--- config.mk ---
export PLATFORM = sky130hd
export DESIGN_NAME = loop_count_stack_flat
export DESIGN_NICKNAME = d
export VERILOG_FILES = /design/src/rtl/loop_count_stack_pkg.sv /design/src/rtl/loop_count_stack_if.sv /design/src/rtl/loop_count_stack_sat_decrement.sv /design/src/rtl/loop_count_stack.sv /design/src/flat_wrapper.sv
export SDC_FILE = /design/constraint.sdc
export NUM_CORES = 1
export LEC_CHECK = 0
export ABC_CLOCK_PERIOD_IN_PS = 5280
export CORE_AREA = 5 5 75 77
export DETAILED_ROUTE_END_ITERATION = 7
export DIE_AREA = 0 0 80 82
export DONT_BUFFER_PORTS = 1
export GPL_ROUTABILITY_DRIVEN = 0
export PLACE_DENSITY = 0.73
export SLEW_MARGIN = 0
export SYNTH_ARGS = -nofsm -noshare
export SYNTH_HDL_FRONTEND = slang
export SYNTH_SLANG_ARGS = --single-unit
--- constraint.sdc ---
create_clock -name Clk -period 5.28 [get_ports Clk]
set_input_delay 1.056 -clock Clk [delete_from_list [all_inputs] [get_ports Clk]]
set_output_delay 1.056 -clock Clk [all_outputs]
set_load 0.02 [all_outputs]
--- src/rtl/loop_count_stack_pkg.sv ---
// Shared types for the loop-count stack: command priority encoding and error bit positions.
package loop_stack_pkg;

   typedef enum logic [1:0] {
      CMD_NONE = 2'd0,
      CMD_POP  = 2'd1,
      CMD_PUSH = 2'd2,
      CMD_DEC  = 2'd3
   } cmd_e;

   localparam int ERR_OVF = 0;
   localparam int ERR_UNF = 1;

   // One command per cycle: Pop beats Push beats Dec; the losers are dropped.
   function automatic cmd_e decode_cmd(input logic pop, input logic push, input logic dec);
      if (pop)       return CMD_POP;
      else if (push) return CMD_PUSH;
      else if (dec)  return CMD_DEC;
      else           return CMD_NONE;
   endfunction

endpackage

--- src/rtl/loop_count_stack_if.sv ---
// Decode-side commands and branch-side status of the loop-count stack.
// Optional error port pair (Err_clr/Err) exists only when LOOP_STACK_ERR_EN is defined.
interface loop_count_stack_if #(
   parameter int WIDTH = 8,
   parameter int DEPTH = 4
);
   localparam int LW = $clog2(DEPTH) + 1;

   // Commands are level-sampled at each rising clock edge; there is no valid/ready
   // handshake: the stack accepts or ignores every command in the cycle it is seen.
   logic             Push;
   logic [WIDTH-1:0] Count_in;
   logic             Dec;
   logic             Pop;
   logic [WIDTH-1:0] Count_out;
   logic [LW-1:0]    Level;
   logic             Empty;
   logic             Full;
   logic             Zero;
   logic             Done;
`ifdef LOOP_STACK_ERR_EN
   logic             Err_clr;
   logic [1:0]       Err;

   modport master (output Push, Count_in, Dec, Pop, Err_clr,
                   input  Count_out, Level, Empty, Full, Zero, Done, Err);
   modport slave  (input  Push, Count_in, Dec, Pop, Err_clr,
                   output Count_out, Level, Empty, Full, Zero, Done, Err);
`else
   modport master (output Push, Count_in, Dec, Pop,
                   input  Count_out, Level, Empty, Full, Zero, Done);
   modport slave  (input  Push, Count_in, Dec, Pop,
                   output Count_out, Level, Empty, Full, Zero, Done);
`endif
endinterface

--- src/rtl/loop_count_stack_sat_decrement.sv ---
// Saturating decrement of the top loop count: max(T-STEP, 0), plus a T==0 flag.
module sat_decrement #(
   parameter int WIDTH = 8,
   parameter int STEP  = 1
) (
   input  logic [WIDTH-1:0] t_i,
   output logic [WIDTH-1:0] dec_o,
   output logic             is_zero_o
);
   localparam logic [WIDTH-1:0] STEP_W = WIDTH'(STEP);

   assign dec_o     = (t_i < STEP_W) ? '0 : (t_i - STEP_W);
   assign is_zero_o = (t_i == '0);
endmodule

--- src/rtl/loop_count_stack.sv ---
// Hardware loop-count stack: DEPTH nested counters, top decremented by STEP, auto-pop on exhaustion.
// Build option: define LOOP_STACK_ERR_EN to add the sticky overflow/underflow register (Err/Err_clr).
module loop_count_stack
   import loop_stack_pkg::*;
#(
   parameter int WIDTH = 8,
   parameter int DEPTH = 4,
   parameter int STEP  = 1
) (
   input logic               Clk,
   input logic               Rst_n,
   loop_count_stack_if.slave bus
);
   localparam int LW = $clog2(DEPTH) + 1;
   localparam int IW = $clog2(DEPTH);
   localparam logic [LW-1:0] FULL_LVL = LW'(DEPTH);

   logic [WIDTH-1:0] slot_q [DEPTH];
   logic [LW-1:0]    level_q, level_d;
   logic [WIDTH-1:0] count_out_q, count_out_d;
   logic             empty_q, full_q, zero_q, done_q, done_d;

   cmd_e             cmd;
   logic             wr_en;
   logic [IW-1:0]    wr_idx, top_idx, rd_idx;
   logic [WIDTH-1:0] wr_data, dec_val;
   logic             top_zero;

   // count_out_q always mirrors the top slot, so it feeds the decrementer directly.
   sat_decrement #(.WIDTH(WIDTH), .STEP(STEP)) u_sat_decrement (
      .t_i       (count_out_q),
      .dec_o     (dec_val),
      .is_zero_o (top_zero)
   );

   assign top_idx = IW'(level_q - LW'(1));

   always_comb begin
      cmd     = decode_cmd(bus.Pop, bus.Push, bus.Dec);
      level_d = level_q;
      wr_en   = 1'b0;
      wr_idx  = '0;
      wr_data = '0;
      done_d  = 1'b0;
      case (cmd)
         CMD_POP: if (!empty_q) level_d = level_q - LW'(1);
         CMD_PUSH: if (!full_q) begin
            wr_en   = 1'b1;
            wr_idx  = IW'(level_q);
            wr_data = bus.Count_in;
            level_d = level_q + LW'(1);
         end
         CMD_DEC: if (!empty_q) begin
            if (top_zero) begin
               level_d = level_q - LW'(1);
               done_d  = 1'b1;
            end else begin
               wr_en   = 1'b1;
               wr_idx  = top_idx;
               wr_data = dec_val;
            end
         end
         default: ;
      endcase

      // Next top value must account for a write landing in the same cycle.
      rd_idx = IW'(level_d - LW'(1));
      if (level_d == '0)                 count_out_d = '0;
      else if (wr_en && wr_idx == rd_idx) count_out_d = wr_data;
      else                               count_out_d = slot_q[rd_idx];
   end

   always_ff @(posedge Clk or negedge Rst_n) begin
      if (!Rst_n) begin
         for (int i = 0; i < DEPTH; i++) slot_q[i] <= '0;
         level_q     <= '0;
         count_out_q <= '0;
         empty_q     <= 1'b1;
         full_q      <= 1'b0;
         zero_q      <= 1'b0;
         done_q      <= 1'b0;
      end else begin
         if (wr_en) slot_q[wr_idx] <= wr_data;
         level_q     <= level_d;
         count_out_q <= count_out_d;
         empty_q     <= (level_d == '0);
         full_q      <= (level_d == FULL_LVL);
         zero_q      <= (level_d != '0) && (count_out_d == '0);
         done_q      <= done_d;
      end
   end

   assign bus.Count_out = count_out_q;
   assign bus.Level     = level_q;
   assign bus.Empty     = empty_q;
   assign bus.Full      = full_q;
   assign bus.Zero      = zero_q;
   assign bus.Done      = done_q;

`ifdef LOOP_STACK_ERR_EN
   logic [1:0] err_q, err_d;

   // Sticky flags; a same-cycle set wins over Err_clr.
   always_comb begin
      err_d = err_q;
      if (bus.Err_clr) err_d = '0;
      if (cmd == CMD_PUSH && full_q) err_d[ERR_OVF] = 1'b1;
      if ((cmd == CMD_POP || cmd == CMD_DEC) && empty_q) err_d[ERR_UNF] = 1'b1;
   end

   always_ff @(posedge Clk or negedge Rst_n) begin
      if (!Rst_n) err_q <= '0;
      else        err_q <= err_d;
   end

   assign bus.Err = err_q;
`endif
endmodule

--- src/flat_wrapper.sv ---
// flat-port wrapper written by rule: the top's interface ports become plain ports
module loop_count_stack_flat import loop_stack_pkg::*;
#(
   parameter int WIDTH = 8,
   parameter int DEPTH = 4,
   parameter int STEP  = 1
)
  (Clk, Rst_n, bus_Push, bus_Count_in, bus_Dec, bus_Pop, bus_Count_out, bus_Level, bus_Empty, bus_Full, bus_Zero, bus_Done);
  loop_count_stack_if #(.WIDTH(WIDTH), .DEPTH(DEPTH)) bus_i ();
  input logic Clk;
  input logic Rst_n;
  input wire logic [$bits(bus_i.Push)-1:0] bus_Push;
  input wire logic [$bits(bus_i.Count_in)-1:0] bus_Count_in;
  input wire logic [$bits(bus_i.Dec)-1:0] bus_Dec;
  input wire logic [$bits(bus_i.Pop)-1:0] bus_Pop;
  output wire logic [$bits(bus_i.Count_out)-1:0] bus_Count_out;
  output wire logic [$bits(bus_i.Level)-1:0] bus_Level;
  output wire logic [$bits(bus_i.Empty)-1:0] bus_Empty;
  output wire logic [$bits(bus_i.Full)-1:0] bus_Full;
  output wire logic [$bits(bus_i.Zero)-1:0] bus_Zero;
  output wire logic [$bits(bus_i.Done)-1:0] bus_Done;
  assign bus_i.Push = bus_Push;
  assign bus_i.Count_in = bus_Count_in;
  assign bus_i.Dec = bus_Dec;
  assign bus_i.Pop = bus_Pop;
  assign bus_Count_out = bus_i.Count_out;
  assign bus_Level = bus_i.Level;
  assign bus_Empty = bus_i.Empty;
  assign bus_Full = bus_i.Full;
  assign bus_Zero = bus_i.Zero;
  assign bus_Done = bus_i.Done;
  loop_count_stack #(.WIDTH(WIDTH), .DEPTH(DEPTH), .STEP(STEP)) u_core (.Clk(Clk), .Rst_n(Rst_n), .bus(bus_i));
endmodule
-- Word-level counts from Yosys, hierarchy flattened
Index checks and enable logic that the tools add are counted.
- reduce and logical (&&, ||, !) cells: 7
- muxes and demuxes: 32
- $add $sub $neg: 4
- magnitude comparators: 4
- equal/unequal tests: 5
- bitwise logic cells: 2
- operators with widths (operator ; number):
    $mux W8 ; 9
    $bwmux W32 ; 1
    $bmux W8 S2 ; 1
    $demux W8 S2 ; 1
    $logic_not A8 Y1 ; 2
    $pmux W8 S2 ; 1
    $mux W2 ; 6
    $mux W3 ; 4
    $pmux W3 S3 ; 1
    $lt A8 B1 Y1 const B ; 1
    $sub A8 B1 Y8 const B ; 1
    $ge A3 B3 Y1 const B ; 2
    $mux W1 ; 6
    $not A2 Y3 ; 2
    $eq A2 B2 Y1 const B ; 2
    $pmux W2 S2 ; 1
    $add A3 B1 Y3 const B ; 1
    $eq A3 B3 Y1 const B ; 1
    $logic_and A1 B1 Y1 ; 3
    $logic_not A3 Y1 ; 1
    $lt A3 B1 Y1 const B ; 1
    $reduce_bool A3 Y1 ; 1
    $sub A3 B1 Y3 const B ; 1
    $eq A2 B1 Y1 const B ; 1
    other kinds (3) ; 3
- bits of input ports: 13
- logic and storage cells: 64
- register bits after elaboration: 47

-- Logic depth before layout (Yosys ltp)
Gate-level depths: netlist of run 1.
- depth in word-level cells: 14
- gate-level depth with buffers: 18
- gate-level depth less buffers: 16

-- Modules after synthesis
Synthesis of run 1 repeated with hierarchy kept, for this count alone.
- cells, all modules: 271
- area, all modules: 2667.6 µm²
- by module, submodules not included (module ; cells each ; sequential area each (µm²) ; area each (µm²) ; times used):
    loop_count_stack ; 242 ; 1177.4 ; 2474.9 ; 1
    sat_decrement ; 29 ; 0.0 ; 192.7 ; 1

-- Worst setup path after synthesis of run 1
OpenSTA, ideal clock, no wires.
- kind: reg-to-reg
- from: reg u_core.count_out_q[0], in the netlist u_core.bus.Count_out[0]
- to: reg u_core.zero_q, in the netlist u_core.bus.Zero
- arrival time: 4.165 ns
- setup time: 0.068 ns
- buffers on the path: 2
- stages on the path, launching flop included: 18
- data required time: 5.212 ns
- setup slack: 1.047 ns
- path through: dfrtp_1 inv_1 ha_1 or4b_2 nor2_1 inv_1 ha_1 or2_1 and2_1 inv_1 ha_1 clkbuf_1 clkbuf_1 mux2_2 o22ai_1 a21oi_1 o41ai_1 and4b_1
- cells in the longest elaborated chain, start to end: 13
- ends and longest elaborated chain (element ; RTL line ; source):
    start, declared ; loop_count_stack.sv:20 ; logic [WIDTH-1:0] count_out_q, count_out_d;
    start signal, assigned ; loop_count_stack.sv:85 ; count_out_q <= count_out_d;
    $logic_not A8 Y1 * ; loop_count_stack_sat_decrement.sv:13 ; assign is_zero_o = (t_i == '0);
    $mux W3 * ; loop_count_stack.sv:54 ; if (top_zero) begin
    $mux W3 * ; loop_count_stack.sv:53 ; CMD_DEC: if (!empty_q) begin
    $pmux W3 S3 * ; loop_count_stack.sv:45 ; case (cmd)
    via u_core.level_d[0] ; loop_count_stack.sv:19 ; logic [LW-1:0] level_q, level_d;
    $sub A2 B1 Y2 ; loop_count_stack.sv:67 ; rd_idx = IW'(level_d - LW'(1));
    $not A2 Y3 (not written as such) ; loop_count_stack.sv:70 ; else count_out_d = slot_q[rd_idx];
    $bmux W8 S2 ; loop_count_stack.sv:70 ;
    $mux W8 (not written as such) (2 in a row) ; loop_count_stack.sv:70 ;
    $mux W8 ; loop_count_stack.sv:69 ; else if (wr_en && wr_idx == rd_idx) count_out_d = wr_data;
    $mux W8 ; loop_count_stack.sv:68 ; if (level_d == '0) count_out_d = '0;
    $logic_not A8 Y1 ; loop_count_stack.sv:88 ; zero_q <= (level_d != '0) && (count_out_d == '0);
    $logic_and A1 B1 Y1 * ; loop_count_stack.sv:88 ;
    end signal, assigned ; loop_count_stack.sv:88 ;
    end, declared ; loop_count_stack.sv:21 ; logic empty_q, full_q, zero_q, done_q, done_d;
Mark *: on every way through the listed nets, which the timed path passes. The rest lies on a longest branch. The select of a mux whose other input is x is not followed.
A chain may end at the register's enable or synchronous reset.

-- Worst setup path in the final report of run 1
Ends and elaborated chain as after synthesis.

==> results of run 1 <==
## power by group through the flow
stage	Combinational [W]	Clock (W)	Sequential [W]
finish	0.00126	0.000229	0.000729
global route	0.00142	0.000244	0.000750
CTS	0.00125	0.000233	0.000725
detailed placement	0.00124	0	0.000732
global placement	0.00120	0	0.000731
floorplan	0.00103	0	0.000687
## final cells by class
class	instances	area (µm²)	share of cell area
Clock buffer	6	82.6	0.0284
Clock inverter	1	8.76	0.00302
Inverter	15	56.3	0.0194
Multi-Input combinational cell	241	1450	0.500
Sequential cell	47	1180	0.406
Tap cell	70	87.6	0.0302
Timing Repair Buffer	5	37.5	0.0129
## cells in the mapped netlist (2+ instances only)
| cell type | number |
|---|---|
| a21oi_1 | 28 |
| a221o_1 | 2 |
| a22oi_1 | 5 |
| and2_1 | 3 |
| buf_6 | 3 |
| clkbuf_1 | 15 |
| dfrtp_1 | 46 |
| ha_1 | 6 |
| inv_1 | 15 |
| mux2_2 | 4 |
| mux2i_1 | 10 |
| nand2_1 | 33 |
| nand2b_1 | 3 |
| nor2_1 | 50 |
| nor2b_1 | 5 |
| nor3_1 | 16 |
| nor3b_1 | 2 |
| nor4_1 | 3 |
| o2111ai_1 | 3 |
| o21a_1 | 2 |
| o21ai_0 | 26 |
| o22ai_1 | 3 |
| o311ai_0 | 4 |
| or3_1 | 5 |
| xnor2_1 | 4 |
| xor2_1 | 2 |
## state kept, by name, summed over array words and instances (netlist names)
| signal | cells |
|---|---|
| u_core.slot_q | 32 |
| u_core.bus.Count_out | 8 |
| u_core.bus.Level | 3 |
| u_core.bus.Done | 1 |
| u_core.bus.Empty | 1 |
| u_core.bus.Full | 1 |
| u_core.bus.Zero | 1 |
## per-layer routing
layer,up-vias,global-route usage
li1,1117,-
met1,1091,0.311
met2,76,0.342
met3,5,0.0439
met4,0,0.0574
met5,-,0
## worst max-delay path by stage
stage               slack, ns  depth (start not counted)              end               startpoint
floorplan                1.05                         17  u_core.bus.Zero  u_core.bus.Count_out[0]
global placement         0.73                         16  u_core.bus.Zero  u_core.bus.Count_out[0]
detailed placement       0.58                         16  u_core.bus.Zero  u_core.bus.Count_out[0]
CTS                      0.54                         16  u_core.bus.Zero  u_core.bus.Count_out[0]
global route             0.21                         16  u_core.bus.Zero  u_core.bus.Count_out[0]
finish                   0.50                         16  u_core.bus.Zero  u_core.bus.Count_out[0]
## logic make-up after synthesis
family,count (synthesis),synth area share
fa+ha+maj,6,0.0270
flops,47,0.424
mux,15,0.0604
buf+inv,33,0.0527
compound gates,85,0.196
xor+xnor,6,0.0189
simple gates,129,0.221
## stage by stage
step | worst slack, ns | instance area, µm² | instances | util | hold WS, ns
floorplan | 1.05 | 2780 | 321 | - | 0.445
global placement | 0.725 | 2810 | 378 | 0.569 | 0.461
detailed placement | 0.577 | 2810 | 378 | 0.569 | 0.475
CTS | 0.541 | 2900 | 385 | 0.587 | 0.427
global route | 0.208 | 2900 | 385 | 0.587 | 0.416
finish | 0.505 | 2900 | 385 | 0.587 | 0.437
==> metrics.cfg, run 1 <==
[layout]
fin_nets=334
final_common_cell=nor2_1
diodes=0
nFillCells=461
layout_common_cells=nor2_1, dfrtp_1, nand2_1, a21oi_1, o21ai_0
drive_above_1_share=0.0730
syn2layout_area_growth_pct=4.55

[detailed_routing]
vias_per_cell=5.95
wirelength_met1_um=3210
routedWlPerCell_um=17.2
drc=0
vias=2289
drt-initial-drc-count=188
wl_met2_um=2960
drt-total-wl_um=6630
drtAntennaViolNets=0
wl_met3_um=401
routed.top_layer=met4
drt_first_pass_iters=5

[setup_path]
reg2reg_depth=16
cp-start-kind=flop
crit_chain=inv_1, ha_1, or4b_2, nor2_1, inv_1, ha_1, or2_1, and2_1, inv_1, ha_1, buf_4, mux2_2, o22ai_1, a21oi_1, o41ai_1, and4b_1
path_class=reg2reg
reg2reg_to=u_core.bus.Zero
path_buf_inv=4
cp_max_fo=20
regToRegStartpoint=u_core.bus.Count_out[0]
arrival_ns=5.02
crit_path_end_kind=flop
r2r_slack_ns=0.50
cpPeakStageDelay_ns=0.69
crit_required_ns=5.52
slowest_stage=or4b_2
cp_top_family=simple AND/OR/NAND/NOR gates

[floorplan]
rows=26
io_pins=28
fp.dieH_um=82
core_um2=4940
die-width_um=80
start_util=0.561
dieArea_um2=6560

[power]
p_sw_w=0.00104
ir_drop_uv=253
powerDensity_nw_per_um2=763
pwr-share-seq=0.329
switching_share=0.472
total_power_w=0.00222
combPwrFrac=0.568
internal-power_w=0.00117
leakage_nw=1.21
clock_power_share=0.103

[timing]
worst_pin_slew_ns=0.701
drv_slew=0
rsz0062_at_grt=false
finalSetupViolations=0
fin_skew_ns=0.00287
tns_ns=0
fmax_ghz=0.209
layout_min_cycle_time_ns=4.78
min_period_over_period=0.904
hold_violations=0
relSlewSlack=0.529

[logic_synthesis]
syn_nets=340
yosys_warnings=0
synth_ff_type=dfrtp_1
yosysTopAreaCellShare=0.415
async_reset_ff_frac=1.00
yosysTopAreaCell=dfrtp_1
yosysSeqAreaShare=0.424
synth_edf_count=0
ys_seq_elements=47
synthCells=321
syn_area_um2=2780
synth_cell_types=49
syn_area_per_cell_um2=8.65
synthTopCellsByArea=dfrtp_1, nor2_1, a21oi_1, o21ai_0, nand2_1

[status]
status=complete, no violations

[worst_hold_path]
hold_path.class=in2async

[global_routing]
grt_pass1_vias=2119
track_usage=0.219
antenna_found_initial=0
grt_pass1_wl_um=11000
grt_remaining_overflow=0
grt_max_degree=48

[run]
maxCapViolations=0

[place]
port_buffers=0
dp.final_hpwl_um=4800

[clock_network]
post-cts-setup-buffers=0
clk_pin_slew_ns=0.09
numCtsBuffers=5
htreeDepth=2
clock_sinks=47
insertion_delay_ns=0.30
clk_path_buf_depth=2
cts-root-buf=clkbuf_8
cts-hold-fix-buffers=0
cts_tree=yes
cts.repair.resized=0

No activity file was read; power rests on OpenSTA's default activity.
==> inputs of run 2 (changes only) <==
--- a/config.mk
+++ b/config.mk
@@ -12,7 +12,7 @@
 export DONT_BUFFER_PORTS = 1
 export GPL_ROUTABILITY_DRIVEN = 0
 export PLACE_DENSITY = 0.73
-export SLEW_MARGIN = 0
+export SLEW_MARGIN = 30
 export SYNTH_ARGS = -nofsm -noshare
 export SYNTH_HDL_FRONTEND = slang
 export SYNTH_SLANG_ARGS = --single-unit
==> results of run 2 <==
The final DEF is identical to that of run 1; final timing and power are the same.
==> inputs of run 3 (changes only) <==
--- a/config.mk
+++ b/config.mk
@@ -6,6 +6,7 @@
 export NUM_CORES = 1
 export LEC_CHECK = 0
 export ABC_CLOCK_PERIOD_IN_PS = 5280
+export CAP_MARGIN = 15
 export CORE_AREA = 5 5 75 77
 export DETAILED_ROUTE_END_ITERATION = 7
 export DIE_AREA = 0 0 80 82
==> results of run 3 <==
The final DEF is identical to that of run 1; final timing and power are the same.
